File: src/rtl/hazard_ctrl.sv
//==============================================================================
// Module      : hazard_ctrl
// Description : Pipeline hazard controller for a 5-stage in-order integer
//               pipeline. Detects load-use and branch-operand hazards,
//               selects EX/ID forwarding paths, freezes the back end while
//               data memory is busy and counts stall cycles.
// Revision    : 1.0 - initial release
//==============================================================================
`default_nettype none

module hazard_ctrl #(
    parameter int CNT_W = 16
) (
    input  logic             clock,
    input  logic             reset,
    input  logic             id_valid,
    input  logic [4:0]       id_rs1,
    input  logic [4:0]       id_rs2,
    input  logic             id_use_rs1,
    input  logic             id_use_rs2,
    input  logic [4:0]       id_rd,
    input  logic             id_regwrite,
    input  logic             id_is_load,
    input  logic             id_is_branch,
    input  logic             mem_busy,
    output logic             hold_pc,
    output logic             hold_ifid,
    output logic             bubble_idex,
    output logic             freeze_back,
    output logic [1:0]       fwd_a,
    output logic [1:0]       fwd_b,
    output logic             fwd_br,
    output logic [1:0]       stall_state,
    output logic [CNT_W-1:0] stall_count
);

    typedef enum logic [1:0] {
        ST_RUN  = 2'b00,
        ST_HAZ  = 2'b01,
        ST_MEMW = 2'b10
    } state_t;

    localparam logic [CNT_W-1:0] C_CNT_MAX = '1;
    localparam logic [1:0]       C_FWD_RF  = 2'b00;
    localparam logic [1:0]       C_FWD_EX  = 2'b01;
    localparam logic [1:0]       C_FWD_MEM = 2'b10;

    // Shadow copies of the destination info of the instructions in EX and MEM
    logic [4:0] r_ex_rd;
    logic       r_ex_wr;
    logic       r_ex_ld;
    logic [4:0] r_mem_rd;
    logic       r_mem_wr;
    logic       r_mem_ld;
    state_t     r_state;

    logic       w_ex_rs1;
    logic       w_ex_rs2;
    logic       w_mem_rs1;
    logic       w_mem_rs2;
    logic       w_load_use;
    logic       w_br_haz;
    logic       w_id_wr;
    logic       w_clear_ex;
    logic [1:0] w_fwd_a_nxt;
    logic [1:0] w_fwd_b_nxt;

    // Write flags exclude r0, so matches against r0 can never occur
    assign w_ex_rs1  = r_ex_wr  & (id_rs1 == r_ex_rd);
    assign w_ex_rs2  = r_ex_wr  & (id_rs2 == r_ex_rd);
    assign w_mem_rs1 = r_mem_wr & (id_rs1 == r_mem_rd);
    assign w_mem_rs2 = r_mem_wr & (id_rs2 == r_mem_rd);

    assign w_load_use = id_valid & r_ex_ld &
                        ((id_use_rs1 & w_ex_rs1) | (id_use_rs2 & w_ex_rs2));
    // A branch resolves in ID: any EX producer, or a load still in MEM, is too late
    assign w_br_haz   = id_valid & id_is_branch & (w_ex_rs1 | (r_mem_ld & w_mem_rs1));

    assign freeze_back = mem_busy;
    assign hold_pc     = mem_busy | w_load_use | w_br_haz;
    assign hold_ifid   = hold_pc;
    assign bubble_idex = (w_load_use | w_br_haz) & ~mem_busy;
    assign fwd_br      = id_is_branch & w_mem_rs1 & ~r_mem_ld;

    assign w_id_wr    = id_regwrite & (id_rd != 5'd0);
    assign w_clear_ex = bubble_idex | ~id_valid;

    // EX/MEM result is newer than MEM/WB, so the EX match has priority
    assign w_fwd_a_nxt = bubble_idex             ? C_FWD_RF  :
                         (id_use_rs1 & w_ex_rs1)  ? C_FWD_EX  :
                         (id_use_rs1 & w_mem_rs1) ? C_FWD_MEM : C_FWD_RF;
    assign w_fwd_b_nxt = bubble_idex             ? C_FWD_RF  :
                         (id_use_rs2 & w_ex_rs2)  ? C_FWD_EX  :
                         (id_use_rs2 & w_mem_rs2) ? C_FWD_MEM : C_FWD_RF;

    // Advance the shadow pipeline and forwarding selects unless the back end is frozen
    always_ff @(posedge clock or negedge reset) begin
        if (!reset) begin
            r_ex_rd  <= 5'd0;
            r_ex_wr  <= 1'b0;
            r_ex_ld  <= 1'b0;
            r_mem_rd <= 5'd0;
            r_mem_wr <= 1'b0;
            r_mem_ld <= 1'b0;
            fwd_a    <= C_FWD_RF;
            fwd_b    <= C_FWD_RF;
        end else if (!mem_busy) begin
            r_mem_rd <= r_ex_rd;
            r_mem_wr <= r_ex_wr;
            r_mem_ld <= r_ex_ld;
            r_ex_rd  <= w_clear_ex ? 5'd0 : id_rd;
            r_ex_wr  <= w_clear_ex ? 1'b0 : w_id_wr;
            r_ex_ld  <= w_clear_ex ? 1'b0 : id_is_load;
            fwd_a    <= w_fwd_a_nxt;
            fwd_b    <= w_fwd_b_nxt;
        end
    end

    // Stall state machine and saturating stall-cycle counter
    always_ff @(posedge clock or negedge reset) begin
        if (!reset) begin
            r_state     <= ST_RUN;
            stall_count <= '0;
        end else begin
            if (mem_busy) begin
                r_state <= ST_MEMW;
            end else if (w_load_use | w_br_haz) begin
                r_state <= ST_HAZ;
            end else begin
                r_state <= ST_RUN;
            end
            if (hold_pc && (stall_count != C_CNT_MAX)) begin
                stall_count <= stall_count + 1'b1;
            end
        end
    end

    assign stall_state = r_state;

endmodule

`default_nettype wire

File: config.mk
export PLATFORM = sky130hd
export DESIGN_NAME = hazard_ctrl
export DESIGN_NICKNAME = d
export VERILOG_FILES = /design/src/rtl/hazard_ctrl.sv
export SDC_FILE = /design/constraint.sdc
export NUM_CORES = 1
export LEC_CHECK = 0
export ABC_AREA = 0
export BUFFER_PORTS_ARGS = -buffer_cell sky130_fd_sc_hd__clkbuf_2
export CORE_ASPECT_RATIO = 1.25
export CORE_UTILIZATION = 35
export CTS_CLUSTER_SIZE = 14
export DETAILED_ROUTE_END_ITERATION = 10
export GPL_TIMING_DRIVEN = 0
export HOLD_SLACK_MARGIN = 0.06
export PLACE_DENSITY_LB_ADDON = 0.3
export SYNTH_ARGS = -nofsm -noshare
export SYNTH_HDL_FRONTEND = slang
export SYNTH_SLANG_ARGS = --single-unit
File: constraint.sdc
create_clock -name clock -period 2.92 [get_ports clock]
set_clock_uncertainty 0.05 [all_clocks]
set_input_delay 0.438 -clock clock [delete_from_list [all_inputs] [get_ports clock]]
set_output_delay 0.438 -clock clock [all_outputs]
set_load 0.05 [all_outputs]
==> reports/results.ini <==
[logic_synthesis]
synth_seq_cells=36
ys_async_sr_fraction=1.00
netlist_area_mm2=0.00184
syn-num-nets=184
syn_inst=159
synth_cell_types=33
yosysSeqAreaShare=0.490
syn_area_per_cell_um2=11.6
synth_edf_count=0
synth_warnings=0
synth_flop_cell=dfrtp_1

[timing]
fmax_ghz=0.362
rsz0062_at_grt=no
slew_headroom=0.403
drv_slew=0
period_minus_slack_ns=2.76
setup_viol=0
hold_violations=0
timing.final.crit_share=0.945
worstMarginPinSlew_ns=0.895
timing.setup.tns_ns=0

[finish]
nFillCells=514
final-seq-area_um2=901
fin_nets=241
area_growth_pct=23.1
multiInputGateArea_um2=890
mostFrequentLayoutCell=clkbuf_2
drive_gt1_frac=0.366
final_cell_mix=clkbuf_2, dfrtp_1, xor2_1, xnor2_1, nand2_1
n_antenna_cell=0

[critical_path]
timing.critical_path.from=r_ex_rd[4]$_DFFE_PN0N_
critPathArrivalTime_ns=2.27
cp.required_ns=2.43
critPathCapture=hold_pc
cp-end-kind=primary output
worstPathMaxFanout=8
rr_worst_depth=8
start_kind=flip-flop
crit-reg2reg-capture=stall_count[8]$_DFFE_PN0P_
worst-setup-path-type=flip-flop to primary output
rrSetupSlack_ns=0.68
r2r-start=stall_count[3]$_DFFE_PN0P_

[pwr]
power_uw=1670
p_seq_frac=0.416
p_per_area_mw_per_mm2=738
vdd_drop_max_mv=0.282
combinationalPowerShare=0.356
p_leak_uw=0.00103
clock_power_share=0.227
intPower_uw=974
switching_share=0.417
switching_power_uw=696

[clock_network]
h-tree-depth=2
cts_tree=done
cts_buffers=5
cts_resized=0
clk_pin_slew_ns=0.07
insertion_delay_ns=0.28
post-cts-setup-buffer-count=0
cts.sinks=36
holdBufCountCts=0
clockBufferDepth=2
cts_root_buf=clkbuf_8

[floorplanning]
initial_core_util=0.362
dieWidth_um=66.8
core-area_mm2=0.00508
die_y_um=83.1
num_io_pins=51
row_count=29
die_area_mm2=0.00555

[drt]
drc=0
wl_mm=3.86
first_pass_iters=6
wl_per_cell_um=13.9
vias=1407
drtIter0Drc=60
via_per_inst=5.06
antenna_left=0

[global_route]
grt_antenna_before_repair=0
grt_max_degree=37
grt_pass1_wl_mm=6.58
overflow=0
grt_pass1_vias=1385
track_usage=0.158

[hold_path]
hold_path.class=input port to async pin

[run]
max-cap-violations=0

[place]
gp_congestion=0.791
portBuffers=50
dpl.hpwl_mm=2.95

[status]
status=finished, final reports clean

## power groups by stage
| stage | clock network, uW | registers, uW | logic (uW) |
|---|---|---|---|
| floorplan | 0 | 947 | 199 |
| CTS | 388 | 697 | 602 |
| global route | 412 | 714 | 646 |
| detailed placement | 0 | 707 | 601 |
| global placement | 0 | 706 | 595 |
| finish | 380 | 695 | 595 |
## kinds of logic after synthesis
| family | after synthesis | share of synthesized area |
|---|---|---|
| simple gates | 54 | 0.180 |
| flops | 36 | 0.490 |
| xor+xnor | 33 | 0.157 |
| compound gates | 19 | 0.0912 |
| buf+inv | 8 | 0.0265 |
| mux | 8 | 0.0490 |
| fa+ha+maj | 1 | 0.00680 |
## routing by layer
metal,up-vias,track usage,part of all wire
li1,681,-,-
met1,680,0.199,0.43
met2,40,0.258,0.51
met3,6,0.0426,0.049
met4,0,0.0522,0.012
met5,-,0,0
## flip-flops by register name, summed over array words and instances (netlist names)
| signal | flops |
|---|---|
| fwd_b | 2 |
| fwd_a | 2 |
| stall_count | 16 |
| r_mem_ld | 1 |
| r_ex_wr | 1 |
| r_mem_rd | 5 |
| r_ex_ld | 1 |
| r_mem_wr | 1 |
| stall_state | 2 |
| r_ex_rd | 5 |
## synthesized netlist by cell type (3+ instances only)
cell	count	area (um^2)
buf_4	3	22.5
nand2_1	11	41.3
xor2_1	18	158
nand3_1	7	35.0
nor4_1	3	18.8
mux2_2	8	90.1
xnor2_1	15	131
nor4_2	4	50.1
a21oi_1	4	20.0
nor2_1	9	33.8
nand4_1	3	18.8
nor3_1	6	30.0
dfrtp_1	36	901
a22o_1	7	61.3
a32o_1	3	30.0
## area by class of cell
type	count	area share
well taps	62	0.0343
multi-input cells	115	0.393
flip-flops and latches	36	0.398
plain buffers	6	0.0182
clock buffers	7	0.0426
repair buffers	50	0.111
inverters	2	0.00332
## worst min-delay path by stage
stage | end | startpoint | cells after the start | slack (ns)
2_1_floorplan | fwd_a[0]$_DFFE_PN0N_ | reset | 0 | 0.09
3_3_place_gp | stall_count[5]$_DFFE_PN0P_ | stall_count[5]$_DFFE_PN0P_ | 1 | 0.43
3_5_place_dp | stall_count[13]$_DFFE_PN0P_ | stall_count[13]$_DFFE_PN0P_ | 1 | 0.44
4_1_cts | stall_count[4]$_DFFE_PN0P_ | reset | 1 | 0.25
5_1_grt | fwd_b[1]$_DFFE_PN0N_ | reset | 1 | 0.29
6_report | fwd_b[1]$_DFFE_PN0N_ | reset | 1 | 0.22
## worst max-delay path, cell delays in order, from the launching register on
cell and delay (ns):
dfrtp_1 0.46, xnor2_1 0.16, nand4_1 0.10, nor2_1 0.08, and2_1 0.22, a211oi_4 0.45
inv_2 0.14, buf_4 0.16, clkbuf_2 0.22
## stage by stage
step | area (um^2) | std cells | util | worst slack, ns | hold slack [ns]
floorplan | 1840 | 159 | - | 0.266 | 0.0924
global placement | 2170 | 271 | 0.427 | 0.369 | 0.427
detailed placement | 2170 | 271 | 0.427 | 0.366 | 0.442
CTS | 2260 | 278 | 0.446 | 0.133 | 0.248
global route | 2260 | 278 | 0.446 | 0.0213 | 0.292
finish | 2260 | 278 | 0.446 | 0.161 | 0.217
(Power assumes the default switching activity.)
